==> src/rtl/sram_load_verify.sv <==
// SRAM preload / readback-verify engine for one systolic-array bank.
// Streams valid/ready beats into the bank (LOAD) or compares readback against them (VERIFY).
`timescale 1ns/1ps

module sram_load_verify #(
    parameter int DATA_W = 32,
    parameter int ADDR_W = 7,
    parameter int DEPTH  = 72,
    parameter int ERR_W  = 8
) (
    input  logic              clk,
    input  logic              reset_n,
    input  logic              start,
    input  logic              mode,
    input  logic [ADDR_W-1:0] base_addr,
    input  logic [ADDR_W:0]   length,
    input  logic              abort,
    input  logic              in_valid,
    input  logic [DATA_W-1:0] in_data,
    output logic              in_ready,
    output logic              sram_cen,
    output logic              sram_wen,
    output logic [ADDR_W-1:0] sram_addr,
    output logic [DATA_W-1:0] sram_d,
    input  logic [DATA_W-1:0] sram_q,
    output logic              busy,
    output logic              done,
    output logic              aborted,
    output logic [ERR_W-1:0]  err_cnt,
    output logic              err_flag,
    output logic [ADDR_W-1:0] first_err_addr
);

    // state | meaning
    // IDLE  | waiting for start
    // RUN   | accepting beats, one SRAM access per accepted beat
    // DRAIN | VERIFY only: final compare of the last read
    // DONE  | one-cycle done pulse, results held
    typedef enum logic [1:0] {S_IDLE, S_RUN, S_DRAIN, S_DONE} state_t;

    localparam logic [ADDR_W:0]   DEPTH_W   = (ADDR_W+1)'(DEPTH);
    localparam logic [ADDR_W-1:0] LAST_ADDR = ADDR_W'(DEPTH - 1);

    state_t            state_q, state_d;
    logic              mode_q, mode_d;
    logic [ADDR_W:0]   len_q, len_d;
    logic [ADDR_W:0]   beat_q, beat_d;
    logic [ADDR_W-1:0] cur_addr_q, cur_addr_d;
    logic [DATA_W-1:0] sram_d_q, sram_d_d;
    logic [DATA_W-1:0] exp_data_q, exp_data_d;
    logic [ADDR_W-1:0] exp_addr_q, exp_addr_d;
    logic              cmp_vld_q, cmp_vld_d;
    logic              busy_q, busy_d;
    logic              done_q, done_d;
    logic              aborted_q, aborted_d;
    logic [ERR_W-1:0]  err_cnt_q, err_cnt_d;
    logic [ADDR_W-1:0] first_err_addr_q, first_err_addr_d;

    logic              accept;
    logic              last_beat;
    logic              mismatch;
    logic [ADDR_W-1:0] next_addr;
    logic [ADDR_W-1:0] start_addr;

    assign in_ready   = (state_q == S_RUN) && !abort;
    assign accept     = in_ready && in_valid;
    assign last_beat  = (beat_q == len_q - (ADDR_W+1)'(1));
    assign mismatch   = cmp_vld_q && (sram_q != exp_data_q);
    assign next_addr  = (cur_addr_q == LAST_ADDR) ? '0 : cur_addr_q + 1'b1;
    // An out-of-range base is folded back into the bank so no access lands at or above DEPTH.
    assign start_addr = ({1'b0, base_addr} >= DEPTH_W) ? base_addr - DEPTH_W[ADDR_W-1:0] : base_addr;

    always_comb begin
        state_d          = state_q;
        mode_d           = mode_q;
        len_d            = len_q;
        beat_d           = beat_q;
        cur_addr_d       = cur_addr_q;
        sram_d_d         = sram_d_q;
        exp_data_d       = exp_data_q;
        exp_addr_d       = exp_addr_q;
        cmp_vld_d        = 1'b0;
        aborted_d        = aborted_q;
        err_cnt_d        = err_cnt_q;
        first_err_addr_d = first_err_addr_q;

        if (mismatch) begin
            if (err_cnt_q != '1) err_cnt_d = err_cnt_q + 1'b1;
            if (err_cnt_q == '0) first_err_addr_d = exp_addr_q;
        end

        case (state_q)
            S_IDLE: begin
                if (start) begin
                    mode_d           = mode;
                    len_d            = length;
                    beat_d           = '0;
                    cur_addr_d       = start_addr;
                    err_cnt_d        = '0;
                    first_err_addr_d = '0;
                    aborted_d        = 1'b0;
                    state_d          = (length == '0) ? S_DONE : S_RUN;
                end
            end
            S_RUN: begin
                if (abort) begin
                    aborted_d = 1'b1;
                    state_d   = S_DONE;
                end else if (accept) begin
                    beat_d     = beat_q + 1'b1;
                    cur_addr_d = next_addr;
                    sram_d_d   = in_data;
                    if (mode_q) begin
                        exp_data_d = in_data;
                        exp_addr_d = cur_addr_q;
                        cmp_vld_d  = 1'b1;
                    end
                    if (last_beat) state_d = mode_q ? S_DRAIN : S_DONE;
                end
            end
            S_DRAIN: begin
                if (abort) aborted_d = 1'b1;
                state_d = S_DONE;
            end
            default: state_d = S_IDLE;
        endcase

        busy_d = (state_d == S_RUN) || (state_d == S_DRAIN);
        done_d = (state_d == S_DONE);
    end

    always_ff @(posedge clk or negedge reset_n) begin
        if (!reset_n) begin
            state_q          <= S_IDLE;
            mode_q           <= 1'b0;
            len_q            <= '0;
            beat_q           <= '0;
            cur_addr_q       <= '0;
            sram_d_q         <= '0;
            exp_data_q       <= '0;
            exp_addr_q       <= '0;
            cmp_vld_q        <= 1'b0;
            busy_q           <= 1'b0;
            done_q           <= 1'b0;
            aborted_q        <= 1'b0;
            err_cnt_q        <= '0;
            first_err_addr_q <= '0;
        end else begin
            state_q          <= state_d;
            mode_q           <= mode_d;
            len_q            <= len_d;
            beat_q           <= beat_d;
            cur_addr_q       <= cur_addr_d;
            sram_d_q         <= sram_d_d;
            exp_data_q       <= exp_data_d;
            exp_addr_q       <= exp_addr_d;
            cmp_vld_q        <= cmp_vld_d;
            busy_q           <= busy_d;
            done_q           <= done_d;
            aborted_q        <= aborted_d;
            err_cnt_q        <= err_cnt_d;
            first_err_addr_q <= first_err_addr_d;
        end
    end

    // SRAM port follows the accept combinationally so each beat costs exactly one cycle.
    assign sram_cen       = !accept;
    assign sram_wen       = !accept || mode_q;
    assign sram_addr      = cur_addr_q;
    assign sram_d         = accept ? in_data : sram_d_q;
    assign busy           = busy_q;
    assign done           = done_q;
    assign aborted        = aborted_q;
    assign err_cnt        = err_cnt_q;
    assign err_flag       = (err_cnt_q != '0);
    assign first_err_addr = first_err_addr_q;

endmodule

==> config.mk <==
export PLATFORM = sky130hd
export DESIGN_NAME = sram_load_verify
export DESIGN_NICKNAME = d
export VERILOG_FILES = /design/src/rtl/sram_load_verify.sv
export SDC_FILE = /design/constraint.sdc
export NUM_CORES = 1
export LEC_CHECK = 0
export CAP_MARGIN = 20
export CORE_AREA = 2 2 123 125
export CTS_BUF_LIST = sky130_fd_sc_hd__clkbuf_2
export CTS_CLUSTER_DIAMETER = 150
export DETAILED_ROUTE_END_ITERATION = 10
export DIE_AREA = 0 0 125 127
export PLACE_DENSITY = 0.67
export REMOVE_ABC_BUFFERS = 1
export SLEW_MARGIN = 5
export SYNTH_ARGS = -nofsm -noshare
export SYNTH_HDL_FRONTEND = slang
export SYNTH_SLANG_ARGS = --single-unit
==> constraint.sdc <==
create_clock -name clk -period 3.85 [get_ports clk]
set_input_delay 0.385 -clock clk [delete_from_list [all_inputs] [get_ports clk]]
set_output_delay 0.385 -clock clk [all_outputs]
set_load 0.05 [all_outputs]
==> flow_metrics.py <==
metrics = {
    "floorplan": {
        "pin_count": 146,
        "die_x_um": 125,
        "num_rows": 44,
        "dieArea_sq_um": 15880,
        "core_region_area_sq_um": 14420,
        "die_y_um": 127,
        "start_util_pct": 39.80,
    },
    "finish": {
        "drive_above_1_share_pct": 14.40,
        "fin_cells": 942,
        "nets": 841,
        "fill_cells": 1325,
        "layout_commonest_cell": "nand2_1",
        "layout_common_cells": "nand2_1, dfrtp_1, clkdlybuf4s50_1, buf_4, xnor2_1",
        "design_area_sq_um": 7561,
        "area_growth_pct": 31.71,
    },
    "clocking": {
        "htreeDepth": 4,
        "post-cts-setup-buffers": 0,
        "cts_hold_buf": 1,
        "cts-resized-gates": 0,
        "clock_sinks": 116,
        "cts_buffer_depth": 2,
        "cts_buffers": 17,
        "clk_pin_slew_ns": 0.17,
        "clkLatencyLatePin_ns": 0.67,
        "cts_tree": "done",
        "cts_root_buf": "clkbuf_2",
    },
    "placed_design": {
        "dpl_cell_area_sq_um": 7315,
        "hpwlAfterDp_mm": 10.40,
        "place_inst": 909,
        "place.gp.congestion": 0.8383,
        "port_buffers": 145,
    },
    "pwr": {
        "power_leakage_nw": 3.578,
        "switching_share_pct": 45.78,
        "ir_worst_vdd_mv": 0.4710,
        "power.internal_w": 0.003137,
        "p_switching_w": 0.002649,
        "pwr-share-seq_pct": 35.6,
        "comb_power_share_pct": 50.6,
        "power.density_nw_per_um2": 765.3,
        "p_clk_share_pct": 13.8,
    },
    "timing": {
        "fin_crit_sh_pct": 84.97,
        "fin_worst_skew_ns": 0.03003,
        "drv_slew": 0,
        "final-hold-violation-count": 0,
        "min_period_ns": 3.271,
        "setup_tns_ns": 0,
        "slew_headroom_pct": 35.31,
        "rsz0062_at_grt": "no",
        "tightest_slew_ns": 0.9704,
        "max_clock_freq_mhz": 305.7,
        "setup_viol": 0,
        "whs_ns": 0.2534,
    },
    "critical_path": {
        "cpMostUsedCell": "buf_4",
        "crit_type": "register to output pin",
        "end_kind": "output pin",
        "worstPathArrival_ns": 2.89,
        "start_kind": "register",
        "cp_slowest_cell": "dfrtp_1",
        "critPathTopFamily": "buffers and inverters",
        "cp_slowest_stage_delay_ns": 0.45,
        "critPathBufInv": 5,
        "worstPathCellList": "inv_1, ha_1, buf_4, inv_2, nor2_2, and2_1, buf_4, nand2_1, nand2_1, buf_4",
        "critPathRequiredTime_ns": 3.46,
        "cp_max_fo": 34,
    },
    "worst_hold_path": {
        "hp-class": "primary input to register",
    },
    "flow_run": {
        "drv_cap": 0,
    },
    "yosys": {
        "synth_area_leaders": "dfrtp_1, nand2_1, xnor2_1, mux2_2, mux2_1",
        "ys_types": 51,
        "ys_ff_latch": 116,
        "async_flop_share_pct": 100.0,
        "synth_area_sq_um": 5741,
        "synth_edf_count": 0,
        "synthCells": 593,
        "yosys.area_share.simple_pct": 21.29,
        "yosysTopAreaCellShare_pct": 50.57,
        "synthAdderAreaFrac_pct": 2.398,
        "avgSynthCellArea_sq_um": 9.680,
        "synthFlopType": "dfrtp_1",
        "synth_top_area_cell": "dfrtp_1",
        "yosys-mux-area-fraction_pct": 9.917,
        "ys_warn_count": 0,
        "synth_xor_area_share_pct": 6.103,
        "synth_compound_area_share_pct": 7.236,
        "synth_top_family_by_area": "simple AND/OR/NAND/NOR gates",
        "seq_area_frac_synth_pct": 50.57,
    },
    "global_route": {
        "antenna_found_initial": 1,
        "grt_pass1_wl_mm": 23.78,
        "grt_max_degree": 68,
        "grt_remaining_overflow": 0,
        "grt_usage_pct": 18.86,
        "first_global_vias": 4770,
    },
    "route": {
        "drtIter0Drc": 238,
        "dr.pass1.iters": 4,
        "avgRoutedWirePerCell_um": 15.34,
        "drt_wl_total_mm": 14.45,
        "vias": 4767,
        "drc": 0,
        "ant_nets": 0,
        "drt-vias-per-instance": 5.061,
    },
    "run_status": {
        "status": "completed",
    },
}
==> layer usage <==
| layer | vias up | GRT usage (%) | wire (um) |
|---|---|---|---|
| met5 | - | 0 | 0 |
| met4 | 0 | 6.797 | 347 |
| met3 | 28 | 5.695 | 864 |
| met2 | 152 | 30.59 | 6797 |
| met1 | 2271 | 24.12 | 6440 |
| li1 | 2316 | - | - |
==> cell usage after synthesis, drive strengths merged, types with 2 or more instances <==
master    n
a211oi    5
a21oi    14
a31o      2
and2      8
and3      7
and4b     2
clkbuf   20
dfrtp   116
ha       11
inv      16
mux2     39
mux2i    13
nand2   176
nand2b    6
nand3    11
nand4    10
nand4b    2
nor2     23
nor3      6
nor4      6
nor4b     3
o21ai    30
o311ai    2
o31ai     6
or2       2
or4       3
xnor2    37
xor2      3
==> flip-flops by register name (all words and copies together), names as in the netlist <==
signal,cells
exp_data_q,32
sram_d_q,32
beat_q,8
err_cnt,8
len_q,8
exp_addr_q,7
first_err_addr,7
sram_addr,7
state_q,2
aborted,1
busy,1
cmp_vld_q,1
done,1
mode_q,1
==> final timing paths <==
path	from	endpoint	cells after the start	slack, ns
min in group asynchronous	reset_n	exp_data_q[22]	2	0.37
setup reg to reg	state_q[1]	busy	13	0.93
setup / recovery	state_q[1]	sram_d[6]	10	0.58
max in group asynchronous	reset_n	sram_addr[4]	3	2.61
hold reg to reg	sram_d_q[19]	sram_d_q[19]	2	0.49
hold / removal	length[3]	len_q[3]	3	0.25
==> final cells by class <==
type,count,area [sq um],area share [%]
diodes,1,2.502,0.03310
clock inverters,12,138.9,1.837
flip-flops and latches,116,2903,38.39
multi-input cells,440,2698,35.68
well taps,184,230.2,3.045
inverters,16,60.06,0.7943
repair buffers,154,1434,18.96
clock buffers,19,95.09,1.258
==> cell families after synthesis <==
logic type | after synthesis
DFF | 116
adders and majority gates | 11
xor gates and xnor gates | 40
muxes | 52
buffers and inverters | 37
and+or+nand+nor | 271
AOI/OAI and AO/OA | 66
==> power by group through the flow <==
stage / combinational [W] / clock [W] / sequential, W
global route: 0.00317 / 0.000879 / 0.00212
CTS: 0.00295 / 0.000827 / 0.00206
finish: 0.00293 / 0.000801 / 0.00206
floorplan: 0.00185 / 0 / 0.00219
detailed placement: 0.00294 / 0 / 0.00209
global placement: 0.00287 / 0 / 0.00207
==> through the flow <==
stage                     total power (W)  utilization (%)  setup WS [ns]
after floorplan                  0.004043                -        -0.2791
after global placement           0.004940            50.71          1.009
after detailed placement         0.005027            50.71         0.9560
after CTS                        0.005836            52.40         0.4825
after global routing             0.006176            52.42         0.3217
final                            0.005786            52.42         0.5786
==> worst reg2reg max path: cells and delay by family (launching register included) <==
| kind | cells | cell delay (ns) |
|---|---|---|
| buffers and inverters | 4 | 0.47 |
| and+or+nand+nor | 3 | 0.57 |
| adders and majority gates | 2 | 0.44 |
| AOI/OAI and AO/OA | 4 | 0.89 |
| DFF | 1 | 0.45 |
Power figures use the tool's default switching activity.
